File: config.mk
export PLATFORM = sky130hd
export DESIGN_NAME = sales_recorder
export DESIGN_NICKNAME = d
export VERILOG_FILES = /design/src/rtl/sales_recorder.sv
export SDC_FILE = /design/constraint.sdc
export NUM_CORES = 1
export LEC_CHECK = 0
export CAP_MARGIN = 0
export CORE_AREA = 2 2 63 124
export CTS_CLUSTER_DIAMETER = 120
export DETAILED_ROUTE_END_ITERATION = 8
export DIE_AREA = 0 0 65 126
export PLACE_DENSITY = 0.84
export SYNTH_ARGS = -nofsm -noshare
export SYNTH_HDL_FRONTEND = slang
export SYNTH_SLANG_ARGS = --single-unit
File: constraint.sdc
create_clock -name clk -period 2.5 [get_ports clk]
set_input_delay 0.625 -clock clk [delete_from_list [all_inputs] [get_ports clk]]
set_output_delay 0.625 -clock clk [all_outputs]
set_load 0.05 [all_outputs]
File: src/rtl/sales_recorder.sv
// sales_recorder: accumulates per-item sold counts and turnover from purchase records, rejecting bad or overflowing records
module sales_recorder #(
  parameter int SELL_W = 5,
  parameter int TURN_W = 7
) (
  input  logic              clk,
  input  logic              rst_n,
  input  logic              rec_valid,
  output logic              rec_ready,
  input  logic [2:0]        rec_item,
  input  logic [2:0]        rec_qty,
  input  logic [TURN_W-1:0] rec_amount,
  input  logic              clr,
  output logic              rec_done,
  output logic              rec_err,
  output logic              ovf,
  output logic [SELL_W-1:0] sell1,
  output logic [SELL_W-1:0] sell2,
  output logic [SELL_W-1:0] sell3,
  output logic [SELL_W-1:0] sell4,
  output logic [SELL_W-1:0] sell5,
  output logic [SELL_W-1:0] sell6,
  output logic [SELL_W-1:0] sell7,
  output logic [TURN_W-1:0] turnover
);
  typedef enum logic [2:0] {IDLE, CHECK, COMMIT, DONE, ERR} state_t;
  state_t            state_q;
  logic [2:0]        item_q;
  logic [2:0]        qty_q;
  logic [TURN_W-1:0] amt_q;
  logic [TURN_W-1:0] turn_q;
  logic [SELL_W-1:0] sell_q [8];
  logic              ready_q;
  logic              done_q;
  logic              err_q;
  logic              ovf_q;
  logic [SELL_W:0]   sell_d;
  logic [TURN_W:0]   turn_d;
  // candidate new totals, one bit wider so the top bit flags overflow
  always_comb begin
    sell_d = {1'b0, sell_q[item_q]} + {{(SELL_W-2){1'b0}}, qty_q};
    turn_d = {1'b0, turn_q} + {1'b0, amt_q};
  end
  // record FSM; reset and manager clear share the same wipe, reset simply wins by being tested together
  always_ff @(posedge clk) begin
    if (!rst_n || clr) begin
      state_q <= IDLE;
      item_q  <= '0;
      qty_q   <= '0;
      amt_q   <= '0;
      turn_q  <= '0;
      for (int i = 0; i < 8; i++) sell_q[i] <= '0;
      ready_q <= 1'b1;
      done_q  <= 1'b0;
      err_q   <= 1'b0;
      ovf_q   <= 1'b0;
    end else begin
      case (state_q)
        IDLE: if (rec_valid) begin
          item_q  <= rec_item;
          qty_q   <= rec_qty;
          amt_q   <= rec_amount;
          ready_q <= 1'b0;
          state_q <= CHECK;
        end
        CHECK: if (item_q == 3'd0 || qty_q == 3'd0) begin
          err_q   <= 1'b1;
          state_q <= ERR;
        end else if (sell_d[SELL_W] || turn_d[TURN_W]) begin
          err_q   <= 1'b1;
          ovf_q   <= 1'b1;
          state_q <= ERR;
        end else begin
          state_q <= COMMIT;
        end
        COMMIT: begin
          sell_q[item_q] <= sell_d[SELL_W-1:0];
          turn_q         <= turn_d[TURN_W-1:0];
          done_q         <= 1'b1;
          state_q        <= DONE;
        end
        DONE: begin
          done_q  <= 1'b0;
          ready_q <= 1'b1;
          state_q <= IDLE;
        end
        ERR: begin
          err_q   <= 1'b0;
          ready_q <= 1'b1;
          state_q <= IDLE;
        end
        default: begin
          ready_q <= 1'b1;
          state_q <= IDLE;
        end
      endcase
    end
  end
  assign rec_ready = ready_q;
  assign rec_done  = done_q;
  assign rec_err   = err_q;
  assign ovf       = ovf_q;
  assign turnover  = turn_q;
  assign sell1     = sell_q[1];
  assign sell2     = sell_q[2];
  assign sell3     = sell_q[3];
  assign sell4     = sell_q[4];
  assign sell5     = sell_q[5];
  assign sell6     = sell_q[6];
  assign sell7     = sell_q[7];
endmodule
==> results of run 1 <==
## cells in the final DEF (no fill, tap or decap), types with 2 or more instances in the layout
cell type and instances:
a21o_1 4, a21oi_1 26, a21oi_4 2, buf_4 32, buf_6 4, clkbuf_16 9, clkdlybuf4s50_1 62, clkinvlp_4 3
dfxtp_1 29, edfxtp_1 40, ha_1 8, ha_4 2, inv_1 8, mux2_4 2, mux2i_4 2, mux4_2 9
nand2_1 48, nand2_2 2, nand2b_1 3, nand3_1 4, nand4_1 4, nand4b_1 2, nor2_1 51, nor2b_1 5
nor3_1 6, o211ai_1 2, o21ai_0 4, xnor2_2 2, xnor2_4 2
## metrics by stage
step           hold slack, ps  instances  util (%)  setup TNS [ps]
2_1_floorplan           440.0        302         -           -3444
4_1_cts                 468.1        495     64.10           -2354
3_5_place_dp            460.2        475     58.29           -7184
6_report                463.1        496     64.59           -4175
5_1_grt                 484.6        496     64.59           -5686
3_3_place_gp            450.1        475     58.29           -3559
## cells by family after synthesis
kind of cell,after synthesis,share of synthesized area (%)
DFF,70,54.77
and+or+nand+nor,134,17.99
muxes,15,9.928
xor gates and xnor gates,5,1.560
adders and majority gates,12,5.021
buffers and inverters,20,2.548
AOI/OAI and AO/OA,46,8.178
## metal layers
| metal | up-vias | share of wire (%) | GRT usage [%] |
|---|---|---|---|
| met3 | 18 | 4.4 | 4.732 |
| met5 | - | 0 | 0 |
| li1 | 1265 | - | - |
| met1 | 1325 | 33 | 22.15 |
| met2 | 104 | 59 | 45.36 |
| met4 | 0 | 3.0 | 10.89 |
## tightest hold or removal path, cell delays in order (launching register included)
cell     delay [ps]
dfxtp_1         310
nand2_1          50
a21oi_1          50
## where the power goes
part	internal, mW	switching (mW)	leakage [nW]	total (mW)
sequential	1.25	0.0317	0.690	1.28
combinational	0.143	0.215	0.921	0.358
clock	0.792	0.462	0.138	1.25
## registers in the layout, summed over array words and instances (netlist names), named ones only
register,cells
sell_q,40
turnover,7
qty_q,3
item_q,3
rec_done,1
ovf,1
state_q,3
amt_q,7
rec_ready,1
rec_err,1
## final cells by class
type                    instances  area [µm²]  area share [%]
flip-flops and latches         70        1805           38.76
multi-input cells             212        1501           32.23
repair buffers                 98       905.9           19.45
clock buffers                  10       239.0           5.130
well taps                      92       115.1           2.471
clock inverters                 6       61.31           1.316
inverters                       8       30.03          0.6446
## worst paths after layout
path	cells after the start	end
worst max-delay path	10	sell_q[7][4]
worst min-delay path	2	amt_q[6]
worst max register to register	10	sell_q[7][4]
worst min register to register	2	amt_q[6]
## timing repair
item,4_1_cts,5_1_grt
buffers inserted,4,1
setup endpoints to repair,29,28
pin swaps,10,3
endpoints found under the hold margin,0,0
gates resized for setup,19,3
==> results.toml, run 1 <==
[power_and_ir_drop]
p_total_mw = 2.897
p_leak_nw = 1.748
vdd_ir_drop_max_mv = 0.4440
power_density_nw_per_um2 = 621.8

[synth]
synthFlopType = "edfxtp_1"
async_reset_ff_share_pct = 0
synth_top_area_share_pct = 36.52
synthTopCellsByArea = "edfxtp_1 37%, dfxtp_1 18%, nor2_1 5.8%"
synth_fp_nets = 331
synth_edf_count = 40
syn_avg_cell_area_um2 = 10.89
synthCells = 302
syn_area_um2 = 3289
yosysMostFrequentCell = "nor2_1"
synth-seq-cells = 70
yosys_warnings = 0
synth_common_cells = "51 x nor2_1, 50 x nand2_1, 40 x edfxtp_1, 30 x dfxtp_1, 27 x a21oi_1"
yosysUniqueCellTypes = 43
yosys.area.top_type = "edfxtp_1"
ys_seq_area_share_pct = 54.77

[worst_setup_path]
crit_start = "sell_q[3][0]"
critPathRequiredTime_ps = 2580
cp_cell_sequence = "mux4_2 -> mux2_4 -> ha_4 -> fa_2 -> a21o_1 -> nand2_2 -> xnor2_2 -> mux2i_4 -> buf_4 -> nor2_1"
crit_slowest_cell = "mux4_2"
end_kind = "register"
arrival_ps = 2840
ff2ff_setup_slack_ps = -260
max_stage_delay_ps = 510
worst-path-buf-inv = 1
crit_fanout = 4
timing.rr.start = "sell_q[3][0]"
cp_top_family = "multiplexers"
critPathKind = "register to register"
critPathLaunchType = "register"

[detailed_routing]
vias = 2712
drt_wl_total_mm = 8.926
drtAntennaViolNets = 0
viasPerCell = 5.468
drt_iter0_markers = 150
first_pass_iters = 4
drc = 0
wire_per_inst_um = 18.00

[clock_network]
cts_tree = "built"
cts-htree-levels = 3
cts_buffers = 9
clockBufferDepth = 2
root_buffer = "clkbuf_16"
clock_sinks = 70
insertion_delay_ps = 330
clk_pin_slew_ps = 60
ctsHoldBuffers = 0

[place]
dp_hpwl_mm = 6.552
place.gp.congestion = 0.8638
preCtsSetupSlack_ps = -335.1
io_buffers = 62
placed_cell_area_um2 = 4204

[floorplanning]
dieWidth_um = 65
io_pins = 63
core_area_um2 = 7212
initial_core_util_pct = 45.61
rows = 44
die_h_um = 126
dieArea_um2 = 8190

[global_route]
grt_pass1_vias = 2830
grt_max_degree = 25
gr-usage-all-layers_pct = 23.34
overflow = 0
grt_antenna_before_repair = 0
grt_pass1_wl_mm = 14.06

[sta]
fin_crit_sh_pct = 110.4
setup_viol = 28
hold_viol_final = 0
min_period_ps = 2760
fmax_mhz = 362.3
drv_slew = 0
slew_headroom_pct = 64.16
tightest_slew_ps = 535.9
rsz0062_at_grt = "yes"
finalWorstSetupSlack_ps = -260.2
skew_ps = 4.306

[finish]
finalInstanceArea_um2 = 4658
fillers = 543
area_delta_synth_final_pct = 41.61
num_antenna_cells = 0
drive_gt1_share_pct = 19.55
fin_nets = 428

[run]
drv_cap = 0

[outcome]
outcome = "finished with violations"
violations = "negative setup slack"

[hold_path]
hp-class = "register to register"
hp-start = "amt_q[6]"
No activity file was read; power rests on OpenSTA's default activity.
==> inputs of run 2 (changes only) <==
--- a/config.mk
+++ b/config.mk
@@ -11,6 +11,7 @@
 export DETAILED_ROUTE_END_ITERATION = 8
 export DIE_AREA = 0 0 65 126
 export PLACE_DENSITY = 0.84
+export RECOVER_POWER = 50
 export SYNTH_ARGS = -nofsm -noshare
 export SYNTH_HDL_FRONTEND = slang
 export SYNTH_SLANG_ARGS = --single-unit
==> run 2 against run 1 <==
Net effect: the flow still finishes with violations (negative setup slack); clock power barely moved; register-to-register slack barely moved; sequential share of layout area rose by 0.063 points; fmax barely moved; largest power group unchanged; global-route usage did not move; clock skew barely moved.
==> results.toml, run 2 (same netlist as run 1, synthesis figures left out) <==
[outcome]
outcome = "finished with violations"
violations = "negative setup slack"

[finish]
final_util_pct = 64.49
final_common_cell = "clkdlybuf4s50_1"
largest_reg_flops = 40
area_delta_synth_final_pct = 41.38
num_antenna_cells = 0
fin_nets = 428
final_cell_mix = "61 x clkdlybuf4s50_1, 51 x nor2_1, 48 x nand2_1"
drive_gt1_share_pct = 19.06
fillers = 545
top_register = "sell_q"

[detailed_routing]
drt_wl_total_mm = 8.881
vias = 2706
viasPerCell = 5.456
drtAntennaViolNets = 0
drc = 0
first_pass_iters = 4
drt_iter0_markers = 161
wire_per_inst_um = 17.91

[worst_setup_path]
critPathRequiredTime_ps = 2580
critPathLaunchType = "register"
critPathKind = "register to register"
arrival_ps = 2840
end_kind = "register"
crit_fanout = 4

[place]
place.gp.congestion = 0.8638
dp_hpwl_mm = 6.552
preCtsSetupSlack_ps = -335.1
io_buffers = 62

[clock_network]
ctsHoldBuffers = 0
root_buffer = "clkbuf_16"
clockBufferDepth = 2
clk_pin_slew_ps = 60
cts_tree = "built"
insertion_delay_ps = 330
clock_sinks = 70
cts-htree-levels = 3
cts_buffers = 9

[power_and_ir_drop]
p_leak_nw = 1.742
vdd_ir_drop_max_mv = 0.4441
power_density_nw_per_um2 = 622.0

[sta]
rsz0062_at_grt = "yes"
setup_viol = 28
tightest_slew_ps = 1128
min_period_ps = 2762
finalWorstSetupSlack_ps = -262.1
skew_ps = 4.148
fin_crit_sh_pct = 110.5
fmax_mhz = 362.0
slew_headroom_pct = 24.79
drv_slew = 0
hold_viol_final = 0
tns_ps = -4245

[global_route]
grt_pass1_wl_mm = 14.06
use_met1_pct = 22.15
use_met2_pct = 45.36
overflow = 0
top_usage_layer = "met2"
use_met3_pct = 4.732
gr-usage-all-layers_pct = 23.34
grt_max_degree = 25
grt_pass1_vias = 2830
grt_antenna_before_repair = 0

[floorplanning]
core_area_um2 = 7212
dieArea_um2 = 8190
io_pins = 63
initial_core_util_pct = 45.61
dieWidth_um = 65
rows = 44
die_h_um = 126

[hold_path]
hp-class = "register to register"

[run]
drv_cap = 0
## run 2: stage by stage
stage               power [mW]  cell area, µm²  hold WS (ps)  instances
floorplan                1.497            3289         440.0        302
finish                   2.893            4651         463.1        496
global placement         1.628            4204         450.1        475
detailed placement       1.638            4204         460.2        475
CTS                      2.898            4623         468.1        495
global route             2.973            4651         484.6        496
## run 2: what timing repair did
item | 4_1_cts | 5_1_grt
setup buffers | 4 | 1
endpoints found under the setup margin | 29 | 28
gates cloned | 0 | 0
resized for setup | 19 | 3
pin swaps | 10 | 3
## run 2: critical path, stage by stage, from the launching register on
cell	delay [ps]
edfxtp_1	410
mux4_2	510
mux2_4	300
ha_4	170
fa_2	350
a21o_1	210
nand2_2	110
xnor2_2	80
mux2i_4	150
buf_4	170
nor2_1	50
## run 2: layout make-up
class                   count  area (µm²)  area share, %
clock inverters             6       61.31          1.318
flip-flops and latches     70        1805          38.82
well taps                  92       115.1          2.475
repair buffers             98       898.4          19.32
multi-input cells         212        1501          32.28
clock buffers              10       239.0          5.139
inverters                   8       30.03         0.6457
## run 2: layer usage
layer	vias up	share of wire, %
met5	-	0
met4	0	2.6
met3	17	3.9
met2	92	60
met1	1330	34
li1	1267	-
## run 2: worst paths after layout
check	end	cells after the start	slack, ps	from
max	sell_q[7][4]	10	-260	sell_q[3][0]
min	amt_q[6]	2	460	amt_q[6]
max reg2reg	sell_q[7][4]	10	-260	sell_q[3][0]
min reg2reg	amt_q[6]	2	460	amt_q[6]
## run 2: report_power, final
part           internal [mW]  leakage (nW)  switching [mW]
Clock                  0.793         0.138           0.460
Sequential              1.25         0.690          0.0315
Combinational          0.143         0.915           0.214
